$ cat src/rtl/fwd_hazard_unit.sv
// ---------------------------------------------------------------------------
// fwd_hazard_unit
//
// Forwarding and load-use hazard unit for the lc3b pipeline.
//
// The unit keeps a small shift-register scoreboard of in-flight destination
// registers. It advances in lockstep with the pipeline: entry 0 holds the
// instruction now in EX, and entry NUM_STAGES-1 is the oldest.
//
// For each source operand of the decode instruction, the youngest matching
// writer is chosen. That choice is registered as a forward-mux select at the
// ID/EX boundary.
//
// A load whose data is not yet forwardable (matched at an index below
// LOAD_STAGE) raises a stall and injects a bubble.
//
// Optional build macro: FWD_PERF_CNT_EN
//   When defined, the unit adds two saturating 16-bit performance counters,
//   perf_stall_cnt and perf_fwd_cnt.
//
// Ports:
//   clk, rst_n     clock, asynchronous active-low reset
//   id_valid       decode holds a real instruction
//   id_load_reg    decode instruction writes a register
//   id_is_load     decode instruction is a memory load
//   id_dr          decode destination register
//   id_sr          decode source registers, src s at [s*REG_W +: REG_W]
//   id_sr_used     per-source "actually read" flags
//   id_flush       squash the decode instruction
//   mem_stall      whole pipeline frozen
//   stall          hold PC and IF/ID, bubble into EX (combinational)
//   fwd_sel        registered per-source select: 0 = regfile, k+1 = entry k
//   sb_busy        scoreboard valid bits (debug)
//   perf_stall_cnt / perf_fwd_cnt  (FWD_PERF_CNT_EN only)
// ---------------------------------------------------------------------------
module fwd_hazard_unit #(
    parameter  int REG_W      = 3,
    parameter  int NUM_SRC    = 2,
    parameter  int NUM_STAGES = 2,
    parameter  int LOAD_STAGE = 1,
    localparam int SEL_W      = $clog2(NUM_STAGES + 1)
) (
    input  logic                     clk,
    input  logic                     rst_n,
    input  logic                     id_valid,
    input  logic                     id_load_reg,
    input  logic                     id_is_load,
    input  logic [REG_W-1:0]         id_dr,
    input  logic [NUM_SRC*REG_W-1:0] id_sr,
    input  logic [NUM_SRC-1:0]       id_sr_used,
    input  logic                     id_flush,
    input  logic                     mem_stall,
    output logic                     stall,
    output logic [NUM_SRC*SEL_W-1:0] fwd_sel,
    output logic [NUM_STAGES-1:0]    sb_busy
`ifdef FWD_PERF_CNT_EN
    ,
    output logic [15:0]              perf_stall_cnt,
    output logic [15:0]              perf_fwd_cnt
`endif
);

    logic [NUM_STAGES-1:0]    sb_valid_r;
    logic [NUM_STAGES-1:0]    sb_load_r;
    logic [REG_W-1:0]         sb_dr_r [NUM_STAGES];
    logic [NUM_SRC*SEL_W-1:0] fwd_sel_r;

    logic [NUM_SRC*SEL_W-1:0] sel_s;
    logic [NUM_SRC*SEL_W-1:0] sel_next_s;
    logic [NUM_SRC-1:0]       win_load_s;
    logic                     hazard_s;
    logic                     ent0_valid_s;

    // Per-source youngest-writer search and load-use hazard detection.
    always_comb begin
        sel_s      = '0;
        win_load_s = '0;
        // Scan oldest to youngest, so the lowest matching index is written
        // last and therefore wins.
        for (int s = 0; s < NUM_SRC; s++) begin
            for (int k = NUM_STAGES - 1; k >= 0; k--) begin
                sel_s[s*SEL_W +: SEL_W] =
                    (id_sr_used[s] && sb_valid_r[k] && (sb_dr_r[k] == id_sr[s*REG_W +: REG_W]))
                    ? SEL_W'(k + 1) : sel_s[s*SEL_W +: SEL_W];
                win_load_s[s] =
                    (id_sr_used[s] && sb_valid_r[k] && (sb_dr_r[k] == id_sr[s*REG_W +: REG_W]))
                    ? (sb_load_r[k] && (k < LOAD_STAGE)) : win_load_s[s];
            end
        end
        hazard_s = id_valid && !id_flush && (|win_load_s);
    end

    // Decide what enters entry 0 and which selects are registered on the next advance.
    always_comb begin
        ent0_valid_s = 1'b0;
        sel_next_s   = '0;
        if (hazard_s || id_flush || !id_valid) begin
            ent0_valid_s = 1'b0;
            sel_next_s   = '0;
        end else begin
            ent0_valid_s = id_load_reg;
            sel_next_s   = sel_s;
        end
    end

    // Scoreboard shift and registered forward selects; frozen while memory stalls.
    always_ff @(posedge clk or negedge rst_n) begin
        if (!rst_n) begin
            sb_valid_r <= '0;
            sb_load_r  <= '0;
            fwd_sel_r  <= '0;
            for (int k = 0; k < NUM_STAGES; k++) begin
                sb_dr_r[k] <= '0;
            end
        end else if (!mem_stall) begin
            for (int k = NUM_STAGES - 1; k >= 1; k--) begin
                sb_valid_r[k] <= sb_valid_r[k-1];
                sb_load_r[k]  <= sb_load_r[k-1];
                sb_dr_r[k]    <= sb_dr_r[k-1];
            end
            sb_valid_r[0] <= ent0_valid_s;
            sb_load_r[0]  <= ent0_valid_s && id_is_load;
            sb_dr_r[0]    <= id_dr;
            fwd_sel_r     <= sel_next_s;
        end else begin
            // Memory stall: everything holds.
            fwd_sel_r <= fwd_sel_r;
        end
    end

    assign stall   = hazard_s && !mem_stall;
    assign fwd_sel = fwd_sel_r;
    assign sb_busy = sb_valid_r;

`ifdef FWD_PERF_CNT_EN
    logic [15:0] perf_stall_cnt_r;
    logic [15:0] perf_fwd_cnt_r;

    // Saturating counters for stall cycles and advances that register a forward.
    always_ff @(posedge clk or negedge rst_n) begin
        if (!rst_n) begin
            perf_stall_cnt_r <= 16'd0;
            perf_fwd_cnt_r   <= 16'd0;
        end else begin
            if (stall && (perf_stall_cnt_r != 16'hFFFF)) begin
                perf_stall_cnt_r <= perf_stall_cnt_r + 16'd1;
            end else begin
                perf_stall_cnt_r <= perf_stall_cnt_r;
            end
            if (!mem_stall && (|sel_next_s) && (perf_fwd_cnt_r != 16'hFFFF)) begin
                perf_fwd_cnt_r <= perf_fwd_cnt_r + 16'd1;
            end else begin
                perf_fwd_cnt_r <= perf_fwd_cnt_r;
            end
        end
    end

    assign perf_stall_cnt = perf_stall_cnt_r;
    assign perf_fwd_cnt   = perf_fwd_cnt_r;
`endif

endmodule

$ cat config.mk
export PLATFORM = sky130hd
export DESIGN_NAME = fwd_hazard_unit
export DESIGN_NICKNAME = d
export VERILOG_FILES = /design/src/rtl/fwd_hazard_unit.sv
export SDC_FILE = /design/constraint.sdc
export NUM_CORES = 1
export LEC_CHECK = 0
export CORE_ASPECT_RATIO = 1.1
export CORE_MARGIN = 3
export CORE_UTILIZATION = 38
export DETAILED_ROUTE_END_ITERATION = 12
export PLACE_DENSITY_LB_ADDON = 0.3
export SYNTH_ARGS = -nofsm -noshare
export SYNTH_HDL_FRONTEND = slang
export SYNTH_SLANG_ARGS = --single-unit
$ cat constraint.sdc
create_clock -name clk -period 1.72 [get_ports clk]
set_clock_uncertainty 0.15 [all_clocks]
set_input_delay 0.344 -clock clk [delete_from_list [all_inputs] [get_ports clk]]
set_output_delay 0.344 -clock clk [all_outputs]
set_load 0.05 [all_outputs]
* Yosys cells after proc, flatten, opt, wreduce, memory -nomap -nowiden
Index checks and enable logic that the tools add are counted.
** Storage, ports and cells
- Register bits :: 13
- Input port bits :: 18
- Output and inout port bits :: 7
- Logic and storage cells :: 35
** Cells by class
- Equal/unequal tests :: 4
- Multiplexer cells :: 8
- Reductions and logical operators :: 18
** Operators with widths (count)
- == test 3 bit :: 4
- logical AND 1 bit :: 12
- 2-to-1 mux 2 bit :: 4
- 2-to-1 mux 4 bit :: 1
- zero test 1 bit :: 3
- 2-to-1 mux 1 bit :: 3
- logical OR 1 bit :: 2
- OR reduction 2 bit :: 1

* Logic depth before layout (Yosys ltp)
- Depth after elaboration :: 9
- Gate-level depth with buffers :: 4
- Depth with buffers taken out :: 4

* Worst setup path before layout
OpenSTA, ideal clock, no wires.
- Path kind :: register -> output
- From :: register sb_valid_r[0], in the netlist sb_busy[0]
- To :: output port stall
- Arrival time :: 1900 ps
- Required time :: 1226 ps
- Slack :: -674 ps
- Cell stages (with the launch flop) :: 5
- Path buffers :: 0
- Path through :: dfrtp_1 > nand2_1 > nor4_2 > o21ai_2 > nor2_1
** On the way
- Longest elaborated chain between the ends :: 6
- Elaborated cells between the ends (all ways) :: 9
- Classes of those cells :: 2 x mux; 7 x reduce/logical
** Ends and longest elaborated chain
- from (decl) :: RTL line 63 : logic [NUM_STAGES-1:0] sb_valid_r;
- from (signal, indexed assignment) :: RTL line 117 : sb_valid_r[k] <= sb_valid_r[k-1];
- from (signal assigned) :: RTL line 121 : sb_valid_r[0] <= ent0_valid_s;
- logical AND 1 bit (2 in series) :: RTL line 86 : (id_sr_used[s] && sb_valid_r[k] && (sb_dr_r[k] == id_sr[s*REG_W +: REG_W]))
- 2-to-1 mux 1 bit :: RTL line 87 : ? (sb_load_r[k] && (k < LOAD_STAGE)) : win_load_s[s];
- OR reduction 2 bit * :: RTL line 90 : hazard_s = id_valid && !id_flush && (|win_load_s);
- logical AND 1 bit * :: RTL line 90
- logical AND 1 bit * :: RTL line 131 : assign stall = hazard_s && !mem_stall;
- to (decl) :: RTL line 53 : output logic stall,
Every way passes the cells marked *; elsewhere a longest branch is shown, timed or not.

* Worst setup path after layout
- From :: input port id_sr[5]
- To :: output port stall
** On the way
- Longest elaborated chain between the ends :: 6
** Ends and longest elaborated chain
- from (decl) :: RTL line 49 : input logic [NUM_SRC*REG_W-1:0] id_sr,
- == test 3 bit :: RTL line 86
- logical AND 1 bit :: RTL line 86
- 2-to-1 mux 1 bit :: RTL line 87
- OR reduction 2 bit :: RTL line 90
- logical AND 1 bit :: RTL line 90
- logical AND 1 bit :: RTL line 131
No other way between the ends.

==> run_results.csv <==
group,metric,value,unit
clocking,hold_buffers,0,
global_routing,antenna_found_initial,0,
clocking,cts_htree_levels,1,
clocking,cts_root_buf,"clkbuf_4",
yosys,ys_ff_latch,13,
timing,max_freq,488,MHz
clocking,cts_sinks,13,
place,port_buffers,24,
critical_path,r2r_setup_slack,20,ps
power,switching_share,28.6,%
floorplanning,core,1610,sq um
detailed_routing,route.antenna.remaining_nets,0,
critical_path,cp_num_buf_inv,2,
timing,worst_pin_slew,247,ps
critical_path,criticalPathCategory,"input port to primary output",
critical_path,slowest_stage,"clkdlybuf4s50_1",
power,p_leak,0.000517,uW
global_routing,grt_use_total,14.7,%
floorplanning,die-height,49.9,microns
place,globalplace.congestion,0.745,
detailed_routing,wl_per_cell,13.5,microns
critical_path,cp-start-kind,"input port",
power,comb_power_share,27.5,%
yosys,syn_area,666,sq um
critical_path,crit_path_end_kind,"primary output",
power,power_density,629,nW/um^2
detailed_routing,drt_iter0_drc,4,
place,placed_cells,108,
layout,final_core_util,74.0,%
critical_path,critPathLaunch,"id_sr[5]",
detailed_routing,vias,571,
floorplanning,start_util,41.2,%
critical_path,r2r-start,"sb_dr_r[4]",
timing,finalSetupViolations,1,
job,cap_violations,0,
detailed_routing,drt_wl_total,1.54,mm
timing,min_period_over_period,119,%
run_status,status,"finished, violations left",
min_path,hp-class,"input port to asynchronous set/reset pin",
layout,final_cell_mix,"buf_4, dfrtp_1, clkdlybuf4s50_1",
yosys,synth_fp_nets,73,
layout,syn2layout_area_growth,79.5,%
power,p_clk_share,25.4,%
timing,finalCriticalPeriod,2050,ps
yosys,yosysUniqueCellTypes,15,
power,power.switching,215,uW
detailed_routing,firstDrtPassIters,3,
global_routing,grt_pass1_wl,2.44,mm
timing,drv_slew,0,
yosys,ys_warn_count,0,
critical_path,ff2ff_path_depth,5,
timing,max_slew_margin,83.4,%
clocking,clk_latency,280,ps
power,p_seq_share,47.1,%
power,ir_drop,0.465,mV
timing,worst_slack,-330,ps
detailed_routing,drcViolationCount,0,
yosys,syn_inst,55,
yosys,avgSynthCellArea,12.1,sq um
layout,antennaDiodeCount,0,
global_routing,grt_pass1_vias,602,
floorplanning,die_width,45.9,microns
run_status,violations,"negative setup slack",
critical_path,r2r-end,"sb_busy[0]",
timing,rsz0062_at_grt,"true",
floorplanning,placementRows,15,
yosys,ys_seq_area_share,48.9,%
critical_path,crit_required,1230,ps
layout,n_fill_cell,113,
detailed_routing,viasPerCell,5.01,
clocking,cts_made_buffers,3,
timing,hold_violations,0,
layout,layout-drive-gt1-share,46.4,%
layout,fin_nets,116,
clocking,cts_buffer_depth,2,
clocking,cts_tree,"done",
critical_path,crit_chain,"clkdlybuf4s50_1 > xor2_2 > nor4_4 > o21ai_2 > nor2_4 > buf_12",
floorplanning,die-area,2290,sq um
floorplanning,num_io_pins,25,
clocking,path_clk_slew,80,ps
critical_path,crit_path_max_fanout,2,
layout,instances_no_fill,114,
place,dpl.hpwl,1.20,mm
power,finalPower,752,uW
critical_path,worstPathArrival,1560,ps
global_routing,grt.overflow.total,0,
power,power.internal,537,uW
global_routing,grt_start_max_net_pins,14,
critical_path,max_stage_delay,460,ps
layout,layout_commonest_cell,"buf_4",
critical_path,critPathTopFamily,"buffers and inverters",
[flip-flops by register name (all words and copies together) (netlist names)]
register,flops
sb_dr_r,6
fwd_sel,4
sb_busy,2
sb_load_r,1
[power groups by stage]
stage | combinational (uW) | clock [uW] | sequential, uW
6_report | 207 | 191 | 354
5_1_grt | 224 | 208 | 357
4_1_cts | 202 | 195 | 354
3_5_place_dp | 201 | 0 | 358
3_3_place_gp | 197 | 0 | 357
2_1_floorplan | 84.3 | 0 | 367
[repair_timing]
item,CTS,global route
buffers inserted,1,1
gates resized for setup,11,3
endpoints found under the setup margin,5,5
pin swaps,4,0
[logic make-up after synthesis]
group / synth area share, %
xor gates and xnor gates: 15.8
and+or+nand+nor: 13.0
DFF: 48.9
muxes: 11.8
AOI/OAI and AO/OA: 9.96
buffers and inverters: 0.563
[layer usage]
| metal | share of wire, % | wire length (microns) | GRT usage [%] | up-vias |
|---|---|---|---|---|
| li1 | - | - | - | 281 |
| met1 | 38 | 578 | 16.0 | 272 |
| met2 | 57 | 877 | 26.1 | 15 |
| met3 | 4.5 | 69 | 4.38 | 3 |
| met4 | 0.97 | 15 | 4.27 | 0 |
| met5 | 0 | 0 | 0 | - |
[metrics by stage]
| stage | setup TNS (ps) | instance area [sq um] | hold WS [ps] | setup slack (ps) |
|---|---|---|---|---|
| 2_1_floorplan | -120 | 702 | -102 | -120 |
| 4_1_cts | -346 | 1180 | 229 | -346 |
| 3_5_place_dp | -2240 | 1130 | 408 | -509 |
| 3_3_place_gp | -2070 | 1130 | 388 | -487 |
| 5_1_grt | -531 | 1190 | 222 | -419 |
| 6_report | -330 | 1190 | 219 | -330 |
[Yosys cell counts]
cell / instances / share of area (%)
a22o_2: 1 / 1.5
o21ai_2: 1 / 1.3
and3_1: 2 / 1.9
clkbuf_1: 1 / 0.56
nand4_1: 2 / 1.9
xnor2_1: 6 / 7.9
dfrtp_1: 13 / 49
nor2_1: 5 / 2.8
a32o_1: 3 / 4.5
a22o_1: 2 / 2.6
mux2_2: 7 / 12
nand2_1: 3 / 1.7
and2_1: 1 / 0.94
xor2_1: 6 / 7.9
nor4_2: 2 / 3.8
[area by class of cell]
cell class              count  area (sq um)  area share [%]
flip-flops and latches     13           327            27.3
repair buffers             39           422            35.3
clock buffers               4          26.3            2.20
well taps                  17          21.3            1.78
multi-input cells          41           399            33.4
[worst reg2reg max path: stages (launching register included)]
cell     delay, ps
dfrtp_1        430
xor2_2         180
nor4_4         300
o21ai_2        130
buf_4          160
a32o_1         260
[worst max-delay path by stage]
stage / cells after the start / end
after floorplan: 4 / stall
after global placement: 6 / stall
after detailed placement: 6 / stall
after CTS: 5 / stall
after global routing: 5 / stall
final: 6 / stall
Note: power is estimated with default switching activity, not from simulation.
